## src/rtl/exec_unit_if.sv

```systemverilog
// Program-fetch / execute boundary bundle: word and address in from fetch,
// PC load port and I/O outputs back out. exec_unit connects through the slave modport.
interface exec_unit_if #(
  parameter int unsigned DATA_W = 16,
  parameter int unsigned ADDR_W = 16,
  parameter int unsigned ACC_W  = 10
);

  logic [ADDR_W-1:0] prog_addr;
  logic [DATA_W-1:0] prog_data;
  logic              pc_load_en;
  logic [ADDR_W-1:0] pc_load_data;
  logic [ACC_W-1:0]  port_out;
  logic              port_strobe;
  logic              clk_light;
  logic              halted;
  logic              illegal_op;

  modport master (
    output prog_addr,
    output prog_data,
    input  pc_load_en,
    input  pc_load_data,
    input  port_out,
    input  port_strobe,
    input  clk_light,
    input  halted,
    input  illegal_op
  );

  modport slave (
    input  prog_addr,
    input  prog_data,
    output pc_load_en,
    output pc_load_data,
    output port_out,
    output port_strobe,
    output clk_light,
    output halted,
    output illegal_op
  );

endinterface

```

## src/rtl/exec_unit.sv

```systemverilog
// Execute stage: registers each fetched word with its address, runs it against a
// small accumulator datapath one edge later, and steers the PC for jumps and halt.
module exec_unit #(
  parameter int unsigned DATA_W = 16,
  parameter int unsigned ADDR_W = 16,
  parameter int unsigned ACC_W  = 10
) (
  input  logic       sys_clk,
  input  logic       reset,
  exec_unit_if.slave bus
);

  typedef enum logic {
    ST_RUN  = 1'b0,
    ST_HALT = 1'b1
  } state_e;

  typedef enum logic [3:0] {
    OP_NOP  = 4'h0,
    OP_LDI  = 4'h1,
    OP_ADDI = 4'h2,
    OP_SUBI = 4'h3,
    OP_JMP  = 4'h4,
    OP_JZ   = 4'h5,
    OP_OUT  = 4'h6,
    OP_TGL  = 4'h7,
    OP_HALT = 4'hF
  } opcode_e;

  state_e            state_q, state_d;
  logic [DATA_W-1:0] ir_q, ir_d;
  logic [ADDR_W-1:0] ir_addr_q, ir_addr_d;
  logic              ir_valid_q, ir_valid_d;
  logic [ACC_W-1:0]  acc_q, acc_d;
  logic              zero_q, zero_d;
  logic [ACC_W-1:0]  port_out_q, port_out_d;
  logic              port_strobe_q, port_strobe_d;
  logic              clk_light_q, clk_light_d;
  logic              illegal_op_q, illegal_op_d;

  opcode_e           op;
  logic [11:0]       imm;
  logic [ACC_W-1:0]  imm_acc;
  logic [ACC_W-1:0]  alu_res;
  logic              alu_wr;
  logic              exec;
  logic              taken;
  logic              pc_load_en;
  logic [ADDR_W-1:0] pc_load_data;

  assign op      = opcode_e'(ir_q[DATA_W-1:DATA_W-4]);
  assign imm     = ir_q[11:0];
  assign imm_acc = imm[ACC_W-1:0];

  always_comb begin
    state_d       = state_q;
    ir_d          = ir_q;
    ir_addr_d     = ir_addr_q;
    ir_valid_d    = 1'b0;
    acc_d         = acc_q;
    zero_d        = zero_q;
    port_out_d    = port_out_q;
    port_strobe_d = 1'b0;
    clk_light_d   = clk_light_q;
    illegal_op_d  = illegal_op_q;
    alu_res       = acc_q;
    alu_wr        = 1'b0;
    taken         = 1'b0;
    pc_load_en    = 1'b0;
    pc_load_data  = '0;
    exec          = ir_valid_q && (state_q == ST_RUN);

    if (exec) begin
      case (op)
        OP_NOP:  ;
        OP_LDI:  begin alu_res = imm_acc;         alu_wr = 1'b1; end
        OP_ADDI: begin alu_res = acc_q + imm_acc; alu_wr = 1'b1; end
        OP_SUBI: begin alu_res = acc_q - imm_acc; alu_wr = 1'b1; end
        OP_JMP:  taken = 1'b1;
        OP_JZ:   taken = zero_q;
        OP_OUT:  begin port_out_d = acc_q; port_strobe_d = 1'b1; end
        OP_TGL:  clk_light_d = ~clk_light_q;
        OP_HALT: state_d = ST_HALT;
        default: illegal_op_d = 1'b1;
      endcase
    end

    if (alu_wr) begin
      acc_d  = alu_res;
      zero_d = (alu_res == '0);
    end

    // The HALT edge skips capture so ir_addr keeps the halt address for the PC hold.
    if ((state_q == ST_RUN) && (state_d == ST_RUN)) begin
      ir_d       = bus.prog_data;
      ir_addr_d  = bus.prog_addr;
      ir_valid_d = !taken;
    end

    if (state_q == ST_HALT) begin
      pc_load_en   = 1'b1;
      pc_load_data = ir_addr_q;
    end else if (taken) begin
      pc_load_en   = 1'b1;
      pc_load_data = ADDR_W'(imm);
    end
  end

  always_ff @(posedge sys_clk or posedge reset) begin
    if (reset) begin
      state_q       <= ST_RUN;
      ir_q          <= '0;
      ir_addr_q     <= '0;
      ir_valid_q    <= 1'b0;
      acc_q         <= '0;
      zero_q        <= 1'b0;
      port_out_q    <= '0;
      port_strobe_q <= 1'b0;
      clk_light_q   <= 1'b0;
      illegal_op_q  <= 1'b0;
    end else begin
      state_q       <= state_d;
      ir_q          <= ir_d;
      ir_addr_q     <= ir_addr_d;
      ir_valid_q    <= ir_valid_d;
      acc_q         <= acc_d;
      zero_q        <= zero_d;
      port_out_q    <= port_out_d;
      port_strobe_q <= port_strobe_d;
      clk_light_q   <= clk_light_d;
      illegal_op_q  <= illegal_op_d;
    end
  end

  assign bus.pc_load_en   = pc_load_en;
  assign bus.pc_load_data = pc_load_data;
  assign bus.port_out     = port_out_q;
  assign bus.port_strobe  = port_strobe_q;
  assign bus.clk_light    = clk_light_q;
  assign bus.halted       = (state_q == ST_HALT);
  assign bus.illegal_op   = illegal_op_q;

endmodule

```

## src/flat_wrapper.sv

```systemverilog
// flat-port wrapper written by rule: the top's interface ports become plain ports
module exec_unit_flat 
#(
  parameter int unsigned DATA_W = 16,
  parameter int unsigned ADDR_W = 16,
  parameter int unsigned ACC_W  = 10
)
  (sys_clk, reset, bus_prog_addr, bus_prog_data, bus_pc_load_en, bus_pc_load_data, bus_port_out, bus_port_strobe, bus_clk_light, bus_halted, bus_illegal_op);
  exec_unit_if #(.DATA_W(DATA_W), .ADDR_W(ADDR_W), .ACC_W(ACC_W)) bus_i ();
  input  logic sys_clk;
  input  logic reset;
  input wire logic [$bits(bus_i.prog_addr)-1:0] bus_prog_addr;
  input wire logic [$bits(bus_i.prog_data)-1:0] bus_prog_data;
  output wire logic [$bits(bus_i.pc_load_en)-1:0] bus_pc_load_en;
  output wire logic [$bits(bus_i.pc_load_data)-1:0] bus_pc_load_data;
  output wire logic [$bits(bus_i.port_out)-1:0] bus_port_out;
  output wire logic [$bits(bus_i.port_strobe)-1:0] bus_port_strobe;
  output wire logic [$bits(bus_i.clk_light)-1:0] bus_clk_light;
  output wire logic [$bits(bus_i.halted)-1:0] bus_halted;
  output wire logic [$bits(bus_i.illegal_op)-1:0] bus_illegal_op;
  assign bus_i.prog_addr = bus_prog_addr;
  assign bus_i.prog_data = bus_prog_data;
  assign bus_pc_load_en = bus_i.pc_load_en;
  assign bus_pc_load_data = bus_i.pc_load_data;
  assign bus_port_out = bus_i.port_out;
  assign bus_port_strobe = bus_i.port_strobe;
  assign bus_clk_light = bus_i.clk_light;
  assign bus_halted = bus_i.halted;
  assign bus_illegal_op = bus_i.illegal_op;
  exec_unit #(.DATA_W(DATA_W), .ADDR_W(ADDR_W), .ACC_W(ACC_W)) u_core (.sys_clk(sys_clk), .reset(reset), .bus(bus_i));
endmodule
```

## config.mk

```make
export PLATFORM = sky130hd
export DESIGN_NAME = exec_unit_flat
export DESIGN_NICKNAME = d
export VERILOG_FILES = /design/src/rtl/exec_unit_if.sv /design/src/rtl/exec_unit.sv /design/src/flat_wrapper.sv
export SDC_FILE = /design/constraint.sdc
export NUM_CORES = 1
export LEC_CHECK = 0
export CORE_UTILIZATION = 55
export CTS_BUF_LIST = sky130_fd_sc_hd__clkbuf_4
export CTS_CLUSTER_DIAMETER = 40
export CTS_CLUSTER_SIZE = 12
export DETAILED_ROUTE_END_ITERATION = 8
export PLACE_DENSITY = 0.85
export SYNTH_ARGS = -nofsm -noshare
export SYNTH_HDL_FRONTEND = slang
export SYNTH_SLANG_ARGS = --single-unit
```

## constraint.sdc

```tcl
create_clock -name sys_clk -period 5.45 [get_ports sys_clk]
set_input_delay 1.09 -clock sys_clk [delete_from_list [all_inputs] [get_ports sys_clk]]
set_output_delay 1.09 -clock sys_clk [all_outputs]
set_load 0.01 [all_outputs]
```

Word-level counts from Yosys, hierarchy flattened
Index checks and enable logic that the tools add are counted.
- register bits after elaboration: 58
- bits in latches: 0
- RAM bits: 0
- bits in read-only memories: 0
- input port bits: 34
- output and inout port bits: 31
- word-level logic and storage cells: 49
- memories kept: 0
- add/sub/neg operators: 2
- multipliers: 0
- divide/modulo/power cells: 0
- $lt $le $gt $ge: 0
- equality and inequality tests: 8
- shifts and indexed selects: 0
- mux-type cells: 15
- bitwise logic cells: 4
- reduce and logical (&&, ||, !) cells: 10
- operator list (operator ; number):
    $pmux 10 s3 ; 1
    $eq 4x3->1 const B ; 4
    $mux 16 ; 1
    $mux 12 ; 1
    $add 10x10->10 ; 1
    $logic_not 10->1 ; 1
    $mux 1 ; 10
    $mux 10 ; 1
    $sub 10x10->10 ; 1
    $reduce_or 9->1 ; 1
    $eq 4x2->1 const B ; 2
    $reduce_and 2->1 ; 3
    $eq 4x1->1 const B ; 1
    $eq 4x4->1 const B ; 1
    $logic_not 4->1 ; 1
    $not 1->1 ; 4
    $reduce_or 3->1 ; 1
    $logic_and 1x1->1 ; 2
    $pmux 1 s2 ; 1
    $logic_not 1->1 ; 1

Logic depth before layout (Yosys ltp)
Gate-level depths: netlist (run 1).
- word-level depth: 6
- mapped depth: 14
- mapped depth without buffers: 14

Worst setup path before layout (run 1)
OpenSTA, ideal clock, no wires.
- kind: register to register
- start point: reg u_core.ir_q[13]
- end point: reg u_core.zero_q
- library setup time: 95 ps
- data arrival time: 3054 ps
- required time: 5355 ps
- slack: 2301 ps
- cell stages (with the launch flop): 13
- path buffers: 1
- period minus slack after synthesis: 3149 ps
- cell sequence: dfrtp_1 -> buf_2 -> nand2_1 -> nor3_2 -> mux2i_1 -> fa_1 -> a21o_1 -> and4_1 -> or3_1 -> nand2_1 -> o21ai_1 -> or4_1 -> o31ai_1
- cells in the longest elaborated chain, start to end: 4
- elaborated cells on any way between the ends: 9
- those cells by class: eq/ne: 3; mux: 4; reduce/logical: 2
- ends and longest elaborated chain (item ; line ; RTL):
    from (decl) ; exec_unit.sv:31 ; logic [DATA_W-1:0] ir_q, ir_d;
    from (signal assigned) ; exec_unit.sv:123 ; ir_q <= ir_d;
    $eq 4x2->1 or $eq 4x1->1 (tied branches) ; exec_unit.sv:74 ; case (op)
    $pmux 10 s3 or $reduce_or 3->1 (tied branches) ; -- ;
    $mux 10 or $mux 1 (tied branches) ; exec_unit.sv:73, exec_unit.sv:74 ;
    $logic_not 10->1 or $mux 1 (tied branches) ; exec_unit.sv:90, exec_unit.sv:73 ;
    to (signal assigned) ; exec_unit.sv:127 ; zero_q <= zero_d;
    to (decl) ; exec_unit.sv:35 ; logic zero_q, zero_d;
Several ways; a longest one is shown, not always the timed one.
A chain may end at the register's enable or synchronous reset.

Worst setup path in the final report (run 1)
- start point: reg u_core.state_q (netlist: u_core.bus.halted)
- end point: out bus_pc_load_data[3]
- cells in the longest elaborated chain, start to end: 5
- ends and longest elaborated chain (item ; line ; RTL):
    from (decl) ; exec_unit.sv:30 ; state_e state_q, state_d;
    from (signal assigned) ; exec_unit.sv:122 ; state_q <= state_d;
    $not 1->1 ; exec_unit.sv:71 ; exec = ir_valid_q && (state_q == ST_RUN);
    $logic_and 1x1->1 ; exec_unit.sv:71 ;
    $mux 1 ; exec_unit.sv:73 ; if (exec) begin
    $mux 12 ; exec_unit.sv:103 ; end else if (taken) begin
    $mux 16 * ; exec_unit.sv:100 ; if (state_q == ST_HALT) begin
    to (decl) ; flat_wrapper.sv:15 ; output wire logic [$bits(bus_i.pc_load_data)-1:0] bus_pc_load_data;
Every way passes the cells marked *; elsewhere a longest branch is shown, timed or not.

==> report_table.html, run 1 <==
<table>
<tr><th>Metric</th><th>Value</th></tr>
<tr><th colspan="2">Status</th></tr>
<tr><td>Status</td><td>complete, no violations</td></tr>
<tr><th colspan="2">Logic synthesis</th></tr>
<tr><td>Largest area contributor in the synthesized netlist</td><td>sky130_fd_sc_hd__dfrtp_1</td></tr>
<tr><td>Number of enable flip-flop cells after synthesis</td><td>0</td></tr>
<tr><td>Proportion of synthesized flip-flops having asynchronous set or reset</td><td>100%</td></tr>
<tr><td>Main area contributors after synthesis</td><td>sky130_fd_sc_hd__dfrtp_1, sky130_fd_sc_hd__mux2_2, sky130_fd_sc_hd__nand2_1, sky130_fd_sc_hd__ha_1, sky130_fd_sc_hd__a22o_1</td></tr>
<tr><td>Share of the yosys chip area belonging to registers</td><td>47.6%</td></tr>
<tr><td>Synth warnings</td><td>0</td></tr>
<tr><td>Cell count after synthesis</td><td>291</td></tr>
<tr><td>Post-synthesis instance area</td><td>0.00305 sq mm</td></tr>
<tr><td>Average cell area after synthesis</td><td>10.5 sq um</td></tr>
<tr><td>Portion of synthesized cell area occupied by the leading cell type</td><td>47.6%</td></tr>
<tr><td>Post-synth top flop</td><td>sky130_fd_sc_hd__dfrtp_1</td></tr>
<tr><td>Register bit total from synthesis</td><td>58</td></tr>
<tr><td>Count of distinct cell types in the synthesized netlist</td><td>50</td></tr>
<tr><td>Syn_nets</td><td>336</td></tr>
<tr><th colspan="2">STA</th></tr>
<tr><td>Final min period</td><td>3790 ps</td></tr>
<tr><td>Slew of the pin with the lowest slew margin</td><td>778 ps</td></tr>
<tr><td>Number of max-slew violations in the final report</td><td>0</td></tr>
<tr><td>Final setup vio count</td><td>0</td></tr>
<tr><td>Worst slew margin relative to its limit</td><td>47.8%</td></tr>
<tr><td>Total Neg Setup Slack</td><td>0 ps</td></tr>
<tr><td>Post-Route Skew</td><td>12.0 ps</td></tr>
<tr><td>Hold_ws</td><td>472 ps</td></tr>
<tr><td>Hold Vio Cnt, Final</td><td>0</td></tr>
<tr><td>Maximum frequency from static timing analysis</td><td>264 MHz</td></tr>
<tr><td>Worst path setup slack after routing</td><td>1660 ps</td></tr>
<tr><td>RSZ-0062 raised after global routing</td><td>false</td></tr>
<tr><td>Period utilization</td><td>69.5%</td></tr>
<tr><th colspan="2">Detailed routing</th></tr>
<tr><td>Total wire length after detailed routing</td><td>6830 um</td></tr>
<tr><td>Overall via count from detail_route</td><td>2,454</td></tr>
<tr><td>Met2 Wirelength</td><td>3260 um</td></tr>
<tr><td>Drt via density</td><td>5.68</td></tr>
<tr><td>M1 wire length</td><td>3080 um</td></tr>
<tr><td>Top layer in use</td><td>met4</td></tr>
<tr><td>Number of antenna-violating nets in the routed design</td><td>0</td></tr>
<tr><td>Detailed Route Iter0 Violations</td><td>211</td></tr>
<tr><td>Length of routed met3 wiring</td><td>380 um</td></tr>
<tr><td>DRC violation count after routing</td><td>0</td></tr>
<tr><td>Detail-routed net length per standard cell</td><td>15.8 um</td></tr>
<tr><td>First drt pass iteration count</td><td>5</td></tr>
<tr><th colspan="2">Setup path</th></tr>
<tr><td>Logic depth of the worst path, buffers included</td><td>6</td></tr>
<tr><td>Highest cell delay on the worst timing path</td><td>640 ps</td></tr>
<tr><td>Worst reg2reg endpoint</td><td>u_core.zero_q</td></tr>
<tr><td>Largest driver fanout on the critical path</td><td>20</td></tr>
<tr><td>Slowest cell on crit path</td><td>sky130_fd_sc_hd__dfrtp_1</td></tr>
<tr><td>Crit end category</td><td>primary output</td></tr>
<tr><td>Cells along the critical path</td><td>nor2b_1 &gt; nand3b_1 &gt; nor3_1 &gt; buf_4 &gt; a22o_1 &gt; clkdlybuf4s50_1</td></tr>
<tr><td>Number of cell instances on the worst register-to-register path</td><td>11</td></tr>
<tr><td>Required time of the critical path</td><td>4360 ps</td></tr>
<tr><td>Cell class contributing the biggest share of worst-path delay</td><td>buffers and inverters</td></tr>
<tr><td>Worst EP arrival</td><td>2700 ps</td></tr>
<tr><td>Type of the worst setup path</td><td>flip-flop to primary output</td></tr>
<tr><td>Setup crit start kind</td><td>flip-flop</td></tr>
<tr><td>R2r setup slk</td><td>1870 ps</td></tr>
<tr><td>Count of buffering cells on the critical path with inverters included</td><td>2</td></tr>
<tr><td>Startpoint of the lowest-slack register-to-register path</td><td>u_core.ir_q[13]</td></tr>
<tr><th colspan="2">Power and ir drop</th></tr>
<tr><td>Power per Cell Area</td><td>687 mW/mm^2</td></tr>
<tr><td>Highest ir drop seen on vdd</td><td>0.000415 V</td></tr>
<tr><td>Leakage power</td><td>0.00168 uW</td></tr>
<tr><th colspan="2">Clock network</th></tr>
<tr><td>H-tree lvl count</td><td>3</td></tr>
<tr><td>Hold bufs inserted after CTS</td><td>0</td></tr>
<tr><td>Total clock sinks</td><td>58</td></tr>
<tr><td>Root buffer cell</td><td>sky130_fd_sc_hd__clkbuf_4</td></tr>
<tr><td>Quantity of gates resized following cts</td><td>0</td></tr>
<tr><td>Number of clock buffers inserted by TritonCTS</td><td>9</td></tr>
<tr><td>Number of buffers on the longest clock path</td><td>2</td></tr>
<tr><td>TritonCTS clock tree</td><td>done</td></tr>
<tr><td>Buffer count from post-CTS setup fixing</td><td>0</td></tr>
<tr><td>Clock transition at the registers of the reported paths</td><td>100 ps</td></tr>
<tr><td>Clock insertion delay at the later pin of the skew report</td><td>400 ps</td></tr>
<tr><th colspan="2">Cells and area</th></tr>
<tr><td>Post-layout util</td><td>74.2%</td></tr>
<tr><td>Number of standard cells in the layout, taps in and fillers out</td><td>432</td></tr>
<tr><td>P&amp;R area growth vs syn</td><td>27.4%</td></tr>
<tr><td>Sequential standard cell area</td><td>0.00145 sq mm</td></tr>
<tr><td>Most frequent cells in the layout</td><td>sky130_fd_sc_hd__clkdlybuf4s50_1, sky130_fd_sc_hd__dfrtp_1, sky130_fd_sc_hd__nand2_1</td></tr>
<tr><td>Post-layout nets</td><td>403</td></tr>
<tr><td>Share of final-layout standard cells stronger than drive strength 1</td><td>16.3%</td></tr>
<tr><td>Commonest non-fill, non-tap cell in the layout</td><td>sky130_fd_sc_hd__clkdlybuf4s50_1</td></tr>
<tr><td>Count of fill cells added during filler insertion</td><td>391</td></tr>
<tr><td>Antenna Diode Count</td><td>0</td></tr>
<tr><td>Multi-input gate area in the final layout</td><td>0.00151 sq mm</td></tr>
<tr><th colspan="2">Placement</th></tr>
<tr><td>Port buffer count</td><td>64</td></tr>
<tr><td>Cell count after placement</td><td>417</td></tr>
<tr><td>Sum of net half-perimeters after detailed placement</td><td>4970 um</td></tr>
<tr><td>Setup slack at placement</td><td>1930 ps</td></tr>
<tr><td>Global placer's final weighted congestion</td><td>0.891</td></tr>
<tr><th colspan="2">Global routing</th></tr>
<tr><td>Global-route congestion overflow total</td><td>0</td></tr>
<tr><td>Maximum number of pins on one net before global-route repair</td><td>59</td></tr>
<tr><td>Wire length of the first global-routing pass</td><td>11,900 um</td></tr>
<tr><td>Total routing resource utilization after global routing</td><td>26.4%</td></tr>
<tr><td>Via count of the first global-routing pass</td><td>2,500</td></tr>
<tr><td>Number of antenna violations at the first check in global routing</td><td>0</td></tr>
<tr><th colspan="2">Min path</th></tr>
<tr><td>Class of the tightest hold or removal check</td><td>flip-flop to flip-flop</td></tr>
<tr><td>Cell depth of the worst hold path</td><td>1</td></tr>
<tr><td>Start point of the worst hold path</td><td>u_core.bus.clk_light</td></tr>
<tr><td>Worst-case hold path end point</td><td>u_core.bus.clk_light</td></tr>
<tr><th colspan="2">Die</th></tr>
<tr><td>I/O pin cnt</td><td>65</td></tr>
<tr><td>Core outline area</td><td>0.00524 sq mm</td></tr>
<tr><td>Initial core utilization</td><td>58.2%</td></tr>
<tr><td>Area of the die</td><td>0.00584 sq mm</td></tr>
<tr><td>Die span in x</td><td>76.4 um</td></tr>
<tr><td>Height of the die</td><td>76.4 um</td></tr>
<tr><td>Cell row count</td><td>26</td></tr>
<tr><th colspan="2">Job</th></tr>
<tr><td>Number of maximum-capacitance constraint violations</td><td>0</td></tr>
</table>
==> cell type report <==
cell class              instances  share of cell area, %
clock buffers                  11                   2.13
clock inverters                 4                   1.13
flip-flops and latches         58                   37.4
multi-input cells             211                   39.0
inverters                      11                   1.06
repair buffers                 67                   17.1
well taps                      70                   2.26
==> routing by layer <==
metal	global-route usage, %	vias to the layer above
met5	0	-
met4	10.8	0
met1	34.3	1192
met2	41.8	86
li1	-	1164
met3	6.95	12
==> worst max-delay path by stage <==
stage,startpoint,to,slack [ps]
3_3_place_gp,u_core.ir_q[13],u_core.zero_q,2050
5_1_grt,u_core.bus.halted,bus_pc_load_data[1],1440
2_1_floorplan,u_core.ir_q[13],u_core.zero_q,2300
6_report,u_core.bus.halted,bus_pc_load_data[3],1660
4_1_cts,u_core.bus.halted,bus_pc_load_data[3],1640
3_5_place_dp,u_core.ir_q[13],u_core.zero_q,1930
==> metrics by stage <==
stage                     total power [uW]  cell area (sq um)
after global routing                  2880               3880
after detailed placement              2370               3760
after CTS                             2670               3880
after floorplan                       1870               3050
after global placement                2340               3760
final                                 2670               3880
==> cells in the mapped netlist, types with 2 or more instances <==
library cell,n
sky130_fd_sc_hd__nand3_1,2
sky130_fd_sc_hd__dfrtp_1,58
sky130_fd_sc_hd__nor2b_1,2
sky130_fd_sc_hd__nand2_1,39
sky130_fd_sc_hd__a22o_1,14
sky130_fd_sc_hd__inv_1,9
sky130_fd_sc_hd__a21o_1,3
sky130_fd_sc_hd__a21oi_1,11
sky130_fd_sc_hd__nand2b_1,5
sky130_fd_sc_hd__clkbuf_1,9
sky130_fd_sc_hd__nor3_1,4
sky130_fd_sc_hd__buf_2,2
sky130_fd_sc_hd__ha_1,10
sky130_fd_sc_hd__xnor2_1,10
sky130_fd_sc_hd__and2_1,4
sky130_fd_sc_hd__or3_1,2
sky130_fd_sc_hd__mux2_2,31
sky130_fd_sc_hd__a221o_1,3
sky130_fd_sc_hd__o21ai_0,7
sky130_fd_sc_hd__a22oi_1,2
sky130_fd_sc_hd__nor2_1,23
sky130_fd_sc_hd__o21ai_1,9
sky130_fd_sc_hd__xor2_1,5
==> cell families (layout without fill, tap and decap cells) <==
group | after synthesis | after routing | share of synthesized area, %
AND/OR/NAND/NOR | 92 | 92 | 14.2
AO/OA/AOI/OAI | 61 | 61 | 14.5
flip-flops | 58 | 58 | 47.6
multiplexers | 32 | 32 | 11.8
buffers and inverters | 22 | 93 | 2.79
XOR/XNOR | 15 | 15 | 4.31
adder cells (fa/ha/maj) | 11 | 11 | 4.76
==> power by group <==
| group | switching, uW | internal, uW | total [uW] |
|---|---|---|---|
| Combinational | 729 | 801 | 1530 |
| Clock | 148 | 145 | 293 |
| Sequential | 222 | 623 | 845 |
==> sequential cells by signal (all words and copies together) (netlist names) <==
register	flops
u_core.bus.port_strobe	1
u_core.bus.port_out	10
u_core.ir_q	16
u_core.bus.halted	1
u_core.bus.illegal_op	1
u_core.ir_addr_q	16
u_core.bus.clk_light	1
u_core.acc_q	10
u_core.zero_q	1
u_core.ir_valid_q	1
Power figures use the tool's default switching activity.
==> run 2: changes to the inputs <==
Settings changed: CORE_UTILIZATION 55 to 53, PLACE_DENSITY 0.85 to 0.83.
Clock period 5.45 ns to 3.5 ns, I/O delays scaled along.
==> report_table.html, run 2 (same netlist as run 1, synthesis figures left out) <==
<table>
<tr><th>Metric</th><th>Value</th></tr>
<tr><th colspan="2">Detailed routing</th></tr>
<tr><td>Drt via density</td><td>5.48 (-3.5%)</td></tr>
<tr><td>Detail-routed net length per standard cell</td><td>15.4 um (-2.9%)</td></tr>
<tr><td>Detailed Route Iter0 Violations</td><td>122 (-42%)</td></tr>
<tr><td>M1 wire length</td><td>3080 um (-0.23%)</td></tr>
<tr><td>Top layer in use</td><td>met4</td></tr>
<tr><td>Length of routed met3 wiring</td><td>395 um (+3.9%)</td></tr>
<tr><td>Overall via count from detail_route</td><td>2,401 (-2.2%)</td></tr>
<tr><td>Number of antenna-violating nets in the routed design</td><td>0 (unchanged)</td></tr>
<tr><td>Met2 Wirelength</td><td>3190 um (-2.3%)</td></tr>
<tr><td>DRC violation count after routing</td><td>0 (unchanged)</td></tr>
<tr><td>Total wire length after detailed routing</td><td>6730 um (-1.6%)</td></tr>
<tr><td>First drt pass iteration count</td><td>4 (-1)</td></tr>
<tr><th colspan="2">Global routing</th></tr>
<tr><td>Maximum number of pins on one net before global-route repair</td><td>37 (-37%)</td></tr>
<tr><td>Wire length of the first global-routing pass</td><td>11,600 um (-2.8%)</td></tr>
<tr><td>Total routing resource utilization after global routing</td><td>25.0% (-1.3 points)</td></tr>
<tr><td>Global-route congestion overflow total</td><td>0 (unchanged)</td></tr>
<tr><td>Via count of the first global-routing pass</td><td>2,433 (-2.7%)</td></tr>
<tr><td>Number of antenna violations at the first check in global routing</td><td>0 (unchanged)</td></tr>
<tr><th colspan="2">Cells and area</th></tr>
<tr><td>Non-Filler Cell Area, Final</td><td>0.00389 sq mm (about the same)</td></tr>
<tr><td>Biggest registers after layout</td><td>u_core.ir_addr_q x16, u_core.ir_q x16</td></tr>
<tr><td>Share of final-layout standard cells stronger than drive strength 1</td><td>16.9% (+0.64 points)</td></tr>
<tr><td>P&amp;R area growth vs syn</td><td>27.5% (about the same)</td></tr>
<tr><td>Commonest non-fill, non-tap cell in the layout</td><td>sky130_fd_sc_hd__clkdlybuf4s50_1</td></tr>
<tr><td>Number of standard cells in the layout, taps in and fillers out</td><td>438 (+1.4%)</td></tr>
<tr><td>Most frequent cells in the layout</td><td>sky130_fd_sc_hd__clkdlybuf4s50_1, sky130_fd_sc_hd__dfrtp_1, sky130_fd_sc_hd__nand2_1</td></tr>
<tr><td>Antenna Diode Count</td><td>0 (unchanged)</td></tr>
<tr><td>Post-layout nets</td><td>407 (+0.99%)</td></tr>
<tr><th colspan="2">Power and ir drop</th></tr>
<tr><td>Power per Cell Area</td><td>1040 mW/mm^2 (+52%)</td></tr>
<tr><td>Leakage power</td><td>0.00169 uW (+0.38%)</td></tr>
<tr><td>Highest ir drop seen on vdd</td><td>0.000562 V (+35%)</td></tr>
<tr><th colspan="2">STA</th></tr>
<tr><td>Final setup vio count</td><td>0 (unchanged)</td></tr>
<tr><td>Number of max-slew violations in the final report</td><td>0 (unchanged)</td></tr>
<tr><td>Worst slew margin relative to its limit</td><td>49.0% (+1.2 points)</td></tr>
<tr><td>Maximum frequency from static timing analysis</td><td>313 MHz</td></tr>
<tr><td>Slew of the pin with the lowest slew margin</td><td>761 ps (-17.5 ps)</td></tr>
<tr><td>Period utilization</td><td>91.4%</td></tr>
<tr><td>Hold Vio Cnt, Final</td><td>0 (unchanged)</td></tr>
<tr><td>Total Neg Setup Slack</td><td>0 ps (unchanged)</td></tr>
<tr><td>Post-Route Skew</td><td>10.9 ps (-1.17 ps)</td></tr>
<tr><td>Final min period</td><td>3200 ps</td></tr>
<tr><td>RSZ-0062 raised after global routing</td><td>false</td></tr>
<tr><th colspan="2">Die</th></tr>
<tr><td>Initial core utilization</td><td>55.0% (-3.2 points)</td></tr>
<tr><td>Core outline area</td><td>0.00554 sq mm (+5.8%)</td></tr>
<tr><td>Cell row count</td><td>27 (+3.8%)</td></tr>
<tr><td>Height of the die</td><td>77.8 um (+1.8%)</td></tr>
<tr><td>Die span in x</td><td>77.8 um (+1.8%)</td></tr>
<tr><td>I/O pin cnt</td><td>65 (unchanged)</td></tr>
<tr><td>Area of the die</td><td>0.00606 sq mm (+3.7%)</td></tr>
<tr><th colspan="2">Clock network</th></tr>
<tr><td>Buffer count from post-CTS setup fixing</td><td>0 (unchanged)</td></tr>
<tr><td>Total clock sinks</td><td>58 (unchanged)</td></tr>
<tr><td>TritonCTS clock tree</td><td>done</td></tr>
<tr><td>H-tree lvl count</td><td>3 (unchanged)</td></tr>
<tr><td>Clock transition at the registers of the reported paths</td><td>90 ps (about the same)</td></tr>
<tr><td>Number of clock buffers inserted by TritonCTS</td><td>9 (unchanged)</td></tr>
<tr><td>Root buffer cell</td><td>sky130_fd_sc_hd__clkbuf_4</td></tr>
<tr><td>Quantity of gates resized following cts</td><td>0 (unchanged)</td></tr>
<tr><td>Number of buffers on the longest clock path</td><td>2 (unchanged)</td></tr>
<tr><td>Hold bufs inserted after CTS</td><td>0 (unchanged)</td></tr>
<tr><td>Clock insertion delay at the later pin of the skew report</td><td>390 ps (about the same)</td></tr>
<tr><th colspan="2">Setup path</th></tr>
<tr><td>Type of the worst setup path</td><td>flip-flop to flip-flop</td></tr>
<tr><td>Required time of the critical path</td><td>3790 ps (-570 ps)</td></tr>
<tr><td>Crit end category</td><td>flip-flop</td></tr>
<tr><td>Slowest cell on crit path</td><td>sky130_fd_sc_hd__or4_1</td></tr>
<tr><td>Largest driver fanout on the critical path</td><td>8 (-60%)</td></tr>
<tr><td>Cells along the critical path</td><td>nand2_1 &gt; nor3_2 &gt; buf_4 &gt; nor2_1 &gt; xnor2_1 &gt; ha_1 &gt; a21o_1 &gt; a21o_1 &gt; or3_1 &gt; nand2_1 &gt; o21ai_1 &gt; or4_1 &gt; o31ai_1</td></tr>
<tr><td>Worst EP arrival</td><td>3490 ps (+790 ps)</td></tr>
<tr><td>Cell class contributing the biggest share of worst-path delay</td><td>simple AND/OR/NAND/NOR gates</td></tr>
<tr><td>Highest cell delay on the worst timing path</td><td>520 ps (-120 ps)</td></tr>
<tr><td>Count of buffering cells on the critical path with inverters included</td><td>1 (-1)</td></tr>
<tr><td>Setup crit start kind</td><td>flip-flop</td></tr>
<tr><th colspan="2">Placement</th></tr>
<tr><td>Cell area reported after detailed placement</td><td>0.00379 sq mm (+0.87%)</td></tr>
<tr><td>Cell count after placement</td><td>423 (+1.4%)</td></tr>
<tr><td>Sum of net half-perimeters after detailed placement</td><td>5180 um (+4.3%)</td></tr>
<tr><td>Port buffer count</td><td>64 (unchanged)</td></tr>
<tr><td>Global placer's final weighted congestion</td><td>0.897 (+0.64%)</td></tr>
<tr><th colspan="2">Status</th></tr>
<tr><td>Status</td><td>complete, no violations</td></tr>
<tr><th colspan="2">Min path</th></tr>
<tr><td>Class of the tightest hold or removal check</td><td>flip-flop to flip-flop</td></tr>
<tr><th colspan="2">Job</th></tr>
<tr><td>Number of maximum-capacitance constraint violations</td><td>0 (unchanged)</td></tr>
</table>
run 2: cell count changes in the layout (fill, tap and decap cells not counted):
cell	delta
sky130_fd_sc_hd__buf_4	+4
sky130_fd_sc_hd__bufinv_16	-1
sky130_fd_sc_hd__clkbuf_4	-1
sky130_fd_sc_hd__clkinv_1	+1
sky130_fd_sc_hd__clkinv_2	+1
run 2: layer usage:
layer	GRT usage, %	vias up
met3	7.06	8
met4	6.98	0
met1	32.3	1145
li1	-	1176
met2	41.2	72
met5	0	-
run 2: tightest hold or removal path, stage by stage (launching register included):
cell and delay [ps]:
sky130_fd_sc_hd__dfrtp_1 350, sky130_fd_sc_hd__nand2_1 50, sky130_fd_sc_hd__nand2_1 50
run 2: final cells by class:
class / count / area, sq um
fillers: 428 / 1650
multi-input cells: 211 / 1510
flip-flops and latches: 58 / 1450
repair buffers: 71 / 693
well taps: 72 / 90.1
clock buffers: 10 / 75.1
inverters: 11 / 41.3
clock inverters: 5 / 22.5
run 2: report_power, final:
group / internal [uW] / total [uW] / switching, uW
Sequential: 971 / 1260 / 286
Combinational: 1260 / 2420 / 1160
Clock: 142 / 370 / 229
run 2: final timing paths:
| check | start | endpoint | slack (ps) | cells after the start |
|---|---|---|---|---|
| max in group asynchronous | reset | u_core.ir_addr_q[3] | 2210 | 3 |
| min in group asynchronous | reset | u_core.bus.clk_light | 660 | 2 |
| hold / removal | u_core.bus.port_out[5] | u_core.bus.port_out[5] | 480 | 2 |
| setup / recovery | u_core.ir_q[12] | u_core.zero_q | 300 | 13 |
| setup reg to reg | u_core.ir_q[12] | u_core.zero_q | 300 | 13 |
| hold reg to reg | u_core.bus.port_out[5] | u_core.bus.port_out[5] | 480 | 2 |
run 2: through the flow:
stage	worst slack, ps	hold WS (ps)	utilization, %	total power, uW
2_1_floorplan	351	449	-	2910
3_3_place_gp	422	458	68.4	3630
3_5_place_dp	355	462	68.4	3680
4_1_cts	301	482	70.2	4070
5_1_grt	92.9	501	70.2	4370
6_report	300	478	70.2	4050
